## src/rtl/parallel_serial_comma_if.sv

```systemverilog
// Byte-in / bit-out bus for the comma serializer.
//   DATA_IN, VALID_IN, READY_OUT : byte handshake into the 2-entry buffer
//   DATA_OUT, BYTE_START, IS_DATA: serial stream plus framing/qualifier flags
//   SYNC_DONE                    : preamble finished
// master = byte source / stream observer, slave = serializer.
interface parallel_serial_comma_if #(
  parameter int WIDTH = 8
);
  logic [WIDTH-1:0] DATA_IN;
  logic             VALID_IN;
  logic             READY_OUT;
  logic             DATA_OUT;
  logic             BYTE_START;
  logic             IS_DATA;
  logic             SYNC_DONE;

  modport master (
    output DATA_IN, VALID_IN,
    input  READY_OUT, DATA_OUT, BYTE_START, IS_DATA, SYNC_DONE
  );

  modport slave (
    input  DATA_IN, VALID_IN,
    output READY_OUT, DATA_OUT, BYTE_START, IS_DATA, SYNC_DONE
  );
endinterface

```

## src/rtl/parallel_serial_comma.sv

```systemverilog
// Transmit serializer for the comma-aligned receiver.
// Bytes arrive through a VALID/READY handshake into a 2-entry FIFO and leave
// LSB first, one bit per CLK. Every byte slot without payload carries COMMA,
// and after reset SYNC_COMMAS commas go out before any payload is allowed.
// Ports:
//   CLK   : rising-edge clock
//   RESET : asynchronous, active-low reset
//   bus   : slave side of parallel_serial_comma_if (handshake + serial out)
module parallel_serial_comma #(
  parameter int               WIDTH       = 8,
  parameter logic [WIDTH-1:0] COMMA       = 'hBC,
  parameter int               SYNC_COMMAS = 4
) (
  input logic                    CLK,
  input logic                    RESET,
  parallel_serial_comma_if.slave bus
);

  localparam int            CW   = (WIDTH > 1) ? $clog2(WIDTH) : 1;
  localparam logic [CW-1:0] LAST = CW'(WIDTH - 1);

  typedef enum logic {ST_SYNC, ST_RUN} state_t;

  state_t                      state_q, state_d;
  logic [WIDTH-1:0]            shift_q, shift_d;
  logic [CW-1:0]               bit_cnt_q, bit_cnt_d;
  logic [3:0]                  sync_cnt_q, sync_cnt_d;
  logic                        is_data_q, is_data_d;
  logic [1:0][WIDTH-1:0]       mem_q, mem_d;
  logic                        wr_ptr_q, wr_ptr_d;
  logic                        rd_ptr_q, rd_ptr_d;
  logic [1:0]                  count_q, count_d;

  logic load, push, pop, ready;

  // Ready looks only at the registered count, so a pop never reopens the
  // buffer in the same cycle.
  assign ready = (count_q < 2'd2);
  assign push  = bus.VALID_IN && ready;

  always_comb begin
    state_d    = state_q;
    shift_d    = shift_q;
    bit_cnt_d  = bit_cnt_q;
    sync_cnt_d = sync_cnt_q;
    is_data_d  = is_data_q;
    mem_d      = mem_q;
    wr_ptr_d   = wr_ptr_q;
    rd_ptr_d   = rd_ptr_q;
    count_d    = count_q;
    pop        = 1'b0;
    load       = (bit_cnt_q == LAST);

    if (load) begin
      bit_cnt_d = '0;
      shift_d   = COMMA;
      is_data_d = 1'b0;
      if (state_q == ST_SYNC) begin
        // The comma loaded here is the sync_cnt_d-th preamble byte; once the
        // whole preamble is queued, payload may follow from the next slot.
        sync_cnt_d = sync_cnt_q + 4'd1;
        if (sync_cnt_d >= 4'(SYNC_COMMAS)) state_d = ST_RUN;
      end else if (count_q != 2'd0) begin
        // Only registered contents are eligible: a byte pushed on this very
        // edge waits for the next slot.
        pop       = 1'b1;
        shift_d   = mem_q[rd_ptr_q];
        is_data_d = 1'b1;
      end
    end else begin
      shift_d   = shift_q >> 1;
      bit_cnt_d = bit_cnt_q + 1'b1;
    end

    if (push) begin
      mem_d[wr_ptr_q] = bus.DATA_IN;
      wr_ptr_d        = ~wr_ptr_q;
    end
    if (pop) rd_ptr_d = ~rd_ptr_q;

    case ({push, pop})
      2'b10:   count_d = count_q + 2'd1;
      2'b01:   count_d = count_q - 2'd1;
      default: count_d = count_q;
    endcase
  end

  always_ff @(posedge CLK or negedge RESET) begin
    if (!RESET) begin
      state_q    <= ST_SYNC;
      shift_q    <= COMMA;
      bit_cnt_q  <= '0;
      sync_cnt_q <= 4'd1;  // the comma loaded by reset is preamble byte 1
      is_data_q  <= 1'b0;
      mem_q      <= '0;
      wr_ptr_q   <= 1'b0;
      rd_ptr_q   <= 1'b0;
      count_q    <= 2'd0;
    end else begin
      state_q    <= state_d;
      shift_q    <= shift_d;
      bit_cnt_q  <= bit_cnt_d;
      sync_cnt_q <= sync_cnt_d;
      is_data_q  <= is_data_d;
      mem_q      <= mem_d;
      wr_ptr_q   <= wr_ptr_d;
      rd_ptr_q   <= rd_ptr_d;
      count_q    <= count_d;
    end
  end

  assign bus.READY_OUT  = ready;
  assign bus.DATA_OUT   = shift_q[0];
  assign bus.BYTE_START = (bit_cnt_q == '0);
  assign bus.IS_DATA    = is_data_q;
  assign bus.SYNC_DONE  = (state_q == ST_RUN);

endmodule

```

## src/flat_wrapper.sv

```systemverilog
// flat-port wrapper written by rule: the top's interface ports become plain ports
module parallel_serial_comma_flat 
#(
  parameter int               WIDTH       = 8,
  parameter logic [WIDTH-1:0] COMMA       = 'hBC,
  parameter int               SYNC_COMMAS = 4
)
  (CLK, RESET, bus_DATA_IN, bus_VALID_IN, bus_READY_OUT, bus_DATA_OUT, bus_BYTE_START, bus_IS_DATA, bus_SYNC_DONE);
  parallel_serial_comma_if #(.WIDTH(WIDTH)) bus_i ();
  input logic CLK;
  input logic RESET;
  input wire logic [$bits(bus_i.DATA_IN)-1:0] bus_DATA_IN;
  input wire logic [$bits(bus_i.VALID_IN)-1:0] bus_VALID_IN;
  output wire logic [$bits(bus_i.READY_OUT)-1:0] bus_READY_OUT;
  output wire logic [$bits(bus_i.DATA_OUT)-1:0] bus_DATA_OUT;
  output wire logic [$bits(bus_i.BYTE_START)-1:0] bus_BYTE_START;
  output wire logic [$bits(bus_i.IS_DATA)-1:0] bus_IS_DATA;
  output wire logic [$bits(bus_i.SYNC_DONE)-1:0] bus_SYNC_DONE;
  assign bus_i.DATA_IN = bus_DATA_IN;
  assign bus_i.VALID_IN = bus_VALID_IN;
  assign bus_READY_OUT = bus_i.READY_OUT;
  assign bus_DATA_OUT = bus_i.DATA_OUT;
  assign bus_BYTE_START = bus_i.BYTE_START;
  assign bus_IS_DATA = bus_i.IS_DATA;
  assign bus_SYNC_DONE = bus_i.SYNC_DONE;
  parallel_serial_comma #(.WIDTH(WIDTH), .COMMA(COMMA), .SYNC_COMMAS(SYNC_COMMAS)) u_core (.CLK(CLK), .RESET(RESET), .bus(bus_i));
endmodule
```

## config.mk

```make
export PLATFORM = sky130hd
export DESIGN_NAME = parallel_serial_comma_flat
export DESIGN_NICKNAME = d
export VERILOG_FILES = /design/src/rtl/parallel_serial_comma_if.sv /design/src/rtl/parallel_serial_comma.sv /design/src/flat_wrapper.sv
export SDC_FILE = /design/constraint.sdc
export NUM_CORES = 1
export LEC_CHECK = 0
export BUFFER_PORTS_ARGS = -buffer_cell sky130_fd_sc_hd__buf_2
export CAP_MARGIN = 0
export CORE_MARGIN = 2
export CORE_UTILIZATION = 25
export CTS_CLUSTER_SIZE = 28
export DETAILED_ROUTE_END_ITERATION = 10
export PLACE_DENSITY = 0.37
export SLEW_MARGIN = 20
export SYNTH_ARGS = -nofsm -noshare
export SYNTH_HDL_FRONTEND = slang
export SYNTH_SLANG_ARGS = --single-unit
```

## constraint.sdc

```tcl
create_clock -name CLK -period 2.2 [get_ports CLK]
set_input_delay 0.33 -clock CLK [delete_from_list [all_inputs] [get_ports CLK]]
set_output_delay 0.33 -clock CLK [all_outputs]
set_load 0.01 [all_outputs]
```

==> run_results.csv <==
group,metric,value,unit
outcome,status,"complete, no violations",
setup_path,worst_ep_arrival_time,1910,ps
clock_tree,cts_buffers,5,
final_layout,final_util,30.0,%
setup_path,r2r-start,"u_core.bit_cnt_q[0]$_DFF_PN0_",
floorplanning,start_util,25.5,%
placed_design,gp_congestion,0.639,
sta,relSlewSlack,45.3,%
sta,drv_slew,0,
detailed_routing,via_per_inst,4.37,
global_route,grt_usage,9.09,%
sta,hold_viol_final,0,
synthesis,yosysWarnings,0,
synthesis,syn_inst,120,
setup_path,critPathSlowestCell,"dfrtp_1",
setup_path,cpMostUsedCell,"ha_1",
detailed_routing,routedWlPerCell,13.0,µm
clock_tree,worstSkewPairLatency,290,ps
setup_path,startpoint_type,"register",
clock_tree,numClockSinks,37,
clock_tree,root_buffer,"clkbuf_8",
floorplanning,die_area,7070,µm²
final_layout,fillers,657,
setup_path,crit_buf_inv,1,
detailed_routing,drc_errors,0,
power,p_leak,0.846,nW
placed_design,dp_slack,504,ps
sta,setup_viol,0,
sta,holdWs,134,ps
final_layout,final_common_cell,"dfrtp_1",
placed_design,place_hpwl,1950,µm
detailed_routing,vias,952,
clock_tree,postCtsSetupBuffers,0,
min_path,hold_class,"primary input to asynchronous set/reset pin",
power,max-vdd-ir-drop,0.371,mV
synthesis,synthTopCellsByArea,"dfrtp_1 (48%), mux2_2 (15%), dfstp_2 (9.8%), ha_1 (3.9%), xnor2_1 (3.8%)",
setup_path,crit_end,"u_core.count_q[1]$_DFFE_PN0P_",
setup_path,reg2reg_setup_slack,510,ps
floorplanning,num_rows,29,
setup_path,required,2410,ps
setup_path,worstSetupStartpoint,"u_core.bit_cnt_q[0]$_DFF_PN0_",
clock_tree,cts_resized,0,
synthesis,synth_top_area_cell,"dfrtp_1",
detailed_routing,firstDrtPassIters,2,
global_route,grt_pass1_wl,4890,µm
run,cap_violations,0,
sta,tns,0,ps
synthesis,synth.distinct_cells,26,
global_route,grt_antenna_before_repair,0,
detailed_routing,drtIter0Drc,38,
global_route,grt_overflow,0,
synthesis,yosysTopAreaCellShare,48.4,%
floorplanning,die-height,84.1,µm
synthesis,synth_fp_nets,136,
setup_path,crit_fanout,3,
final_layout,area_growth,17.4,%
sta,skew,7.06,ps
clock_tree,ctsHoldBuffers,0,
detailed_routing,drt_wl_total,2830,µm
sta,worst_pin_slew,820,ps
setup_path,crit_chain,"ha_1 > ha_1 > o211ai_1 > inv_1 > ha_1 > nor2_1 > xnor2_1",
sta,fin_crit_sh,76.9,%
power,power,2.34,mW
final_layout,nets,156,
clock_tree,clockBufferDepth,2,
global_route,grt_pass1_vias,1053,
synthesis,synth_area,1600,µm²
setup_path,reg2reg_depth,7,
final_layout,final_cell_mix,"dfrtp_1 (31), mux2_2 (21), buf_2 (15), nor2_1 (9), xnor2_1 (7)",
setup_path,regToRegEndpoint,"u_core.count_q[1]$_DFFE_PN0P_",
setup_path,max_stage_delay,400,ps
sta,rsz0062_at_grt,"false",
synthesis,ys_seq_area_share,58.2,%
clock_tree,cts_max_level,2,
setup_path,cp_num_cells,7,
setup_path,crit_type,"register to register",
floorplanning,fp.dieW,84.1,µm
sta,period_needed,1690,ps
global_route,grt_max_degree,38,
clock_tree,cts.clk_slew.worst_paths,80,ps
detailed_routing,postRouteAntennaNets,0,
sta,fin_ws,507,ps
synthesis,syn_avg_cell_area,13.4,µm²
placed_design,portBuffers,15,
clock_tree,tritoncts,"built",
synthesis,synth_seq_cells,37,
setup_path,worstSetupEndpointType,"register",
final_layout,antennaDiodeCount,0,
final_layout,drive_above_1_share,39.7,%
floorplanning,coreArea,6280,µm²
setup_path,critPathTopFamily,"adder cells",
floorplanning,io_pins,16,
sta,fmax,591,MHz
power,power_density,1240,nW/µm²
[flip-flops by register name, indices dropped and copies added (netlist names)]
name                  count
u_core.bus.SYNC_DONE      1
u_core.mem_q             16
u_core.bit_cnt_q          3
u_core.sync_cnt_q         4
u_core.count_q            2
u_core.shift_q            8
u_core.wr_ptr_q           1
u_core.bus.IS_DATA        1
u_core.rd_ptr_q           1
[through the flow]
stage | std cells | area, µm²
floorplan | 120 | 1600
global placement | 210 | 1770
detailed placement | 210 | 1770
CTS | 218 | 1880
global route | 218 | 1880
finish | 218 | 1880
[worst register-to-register path, stage by stage (launching register included)]
cell	delay (ps)
dfrtp_1	400
ha_1	210
ha_1	190
o211ai_1	160
inv_1	80
ha_1	330
nor2_1	140
xnor2_1	120
[power by group]
part | internal [mW] | total, mW | switching [mW]
Combinational | 0.351 | 0.613 | 0.262
Clock | 0.339 | 0.586 | 0.247
Sequential | 0.961 | 1.14 | 0.178
[area by class of cell]
cell class                      instances  area, µm²  share of cell area [%]
Tap cell                               77       96.3                    5.12
Inverter                                5       18.8                   0.997
Clock buffer                            5       68.8                    3.66
Multi-Input combinational cell         75        636                    33.8
Sequential cell                        37        933                    49.6
Clock inverter                          3       46.3                    2.46
Timing Repair Buffer                   16       82.6                    4.39
[synthesized netlist by cell type]
master and number:
mux2i_1 3, o21a_1 1, nor2_1 9, and2b_1 1
dfrtp_1 31, a31o_2 1, o21ai_0 1, o211ai_1 2
a211oi_1 4, nand3_2 1, nand2b_4 1, o21ai_2 1
xor2_1 1, ha_1 5, or3_1 1, buf_2 3
xnor2_1 7, nor2b_1 6, nand4_1 1, a21oi_1 5
inv_1 5, dfstp_2 6, nand2_1 1, nor2_4 1
and3_1 1, mux2_2 21
[layer usage]
metal | global-route usage [%] | vias to the layer above | part of all wire, %
met5 | 0 | - | 0
met2 | 15.2 | 15 | 50
li1 | - | 454 | -
met1 | 10.0 | 478 | 43
met4 | 3.96 | 0 | 1.6
met3 | 3.86 | 5 | 5.1
[worst min-delay path by stage]
stage | startpoint | to | slack, ps | depth (start not counted)
2_1_floorplan | RESET | u_core.bit_cnt_q[0]$_DFF_PN0_ | 30 | 0
3_3_place_gp | u_core.bit_cnt_q[0]$_DFF_PN0_ | u_core.bit_cnt_q[0]$_DFF_PN0_ | 440 | 1
4_1_cts | RESET | u_core.sync_cnt_q[3]$_DFFE_PN0P_ | 170 | 1
6_report | RESET | u_core.sync_cnt_q[3]$_DFFE_PN0P_ | 130 | 1
3_5_place_dp | u_core.bit_cnt_q[0]$_DFF_PN0_ | u_core.bit_cnt_q[0]$_DFF_PN0_ | 450 | 1
5_1_grt | RESET | u_core.sync_cnt_q[3]$_DFFE_PN0P_ | 200 | 1
[cell families after synthesis]
group	Yosys count	synth area share, %
buffers and inverters	8	2.11
XOR/XNOR	8	4.37
AND/OR/NAND/NOR	23	8.51
adder cells (fa/ha/maj)	5	3.90
multiplexers	24	16.6
flip-flops	37	58.2
AO/OA/AOI/OAI	15	6.24
Note: power is estimated with default switching activity, not from simulation.
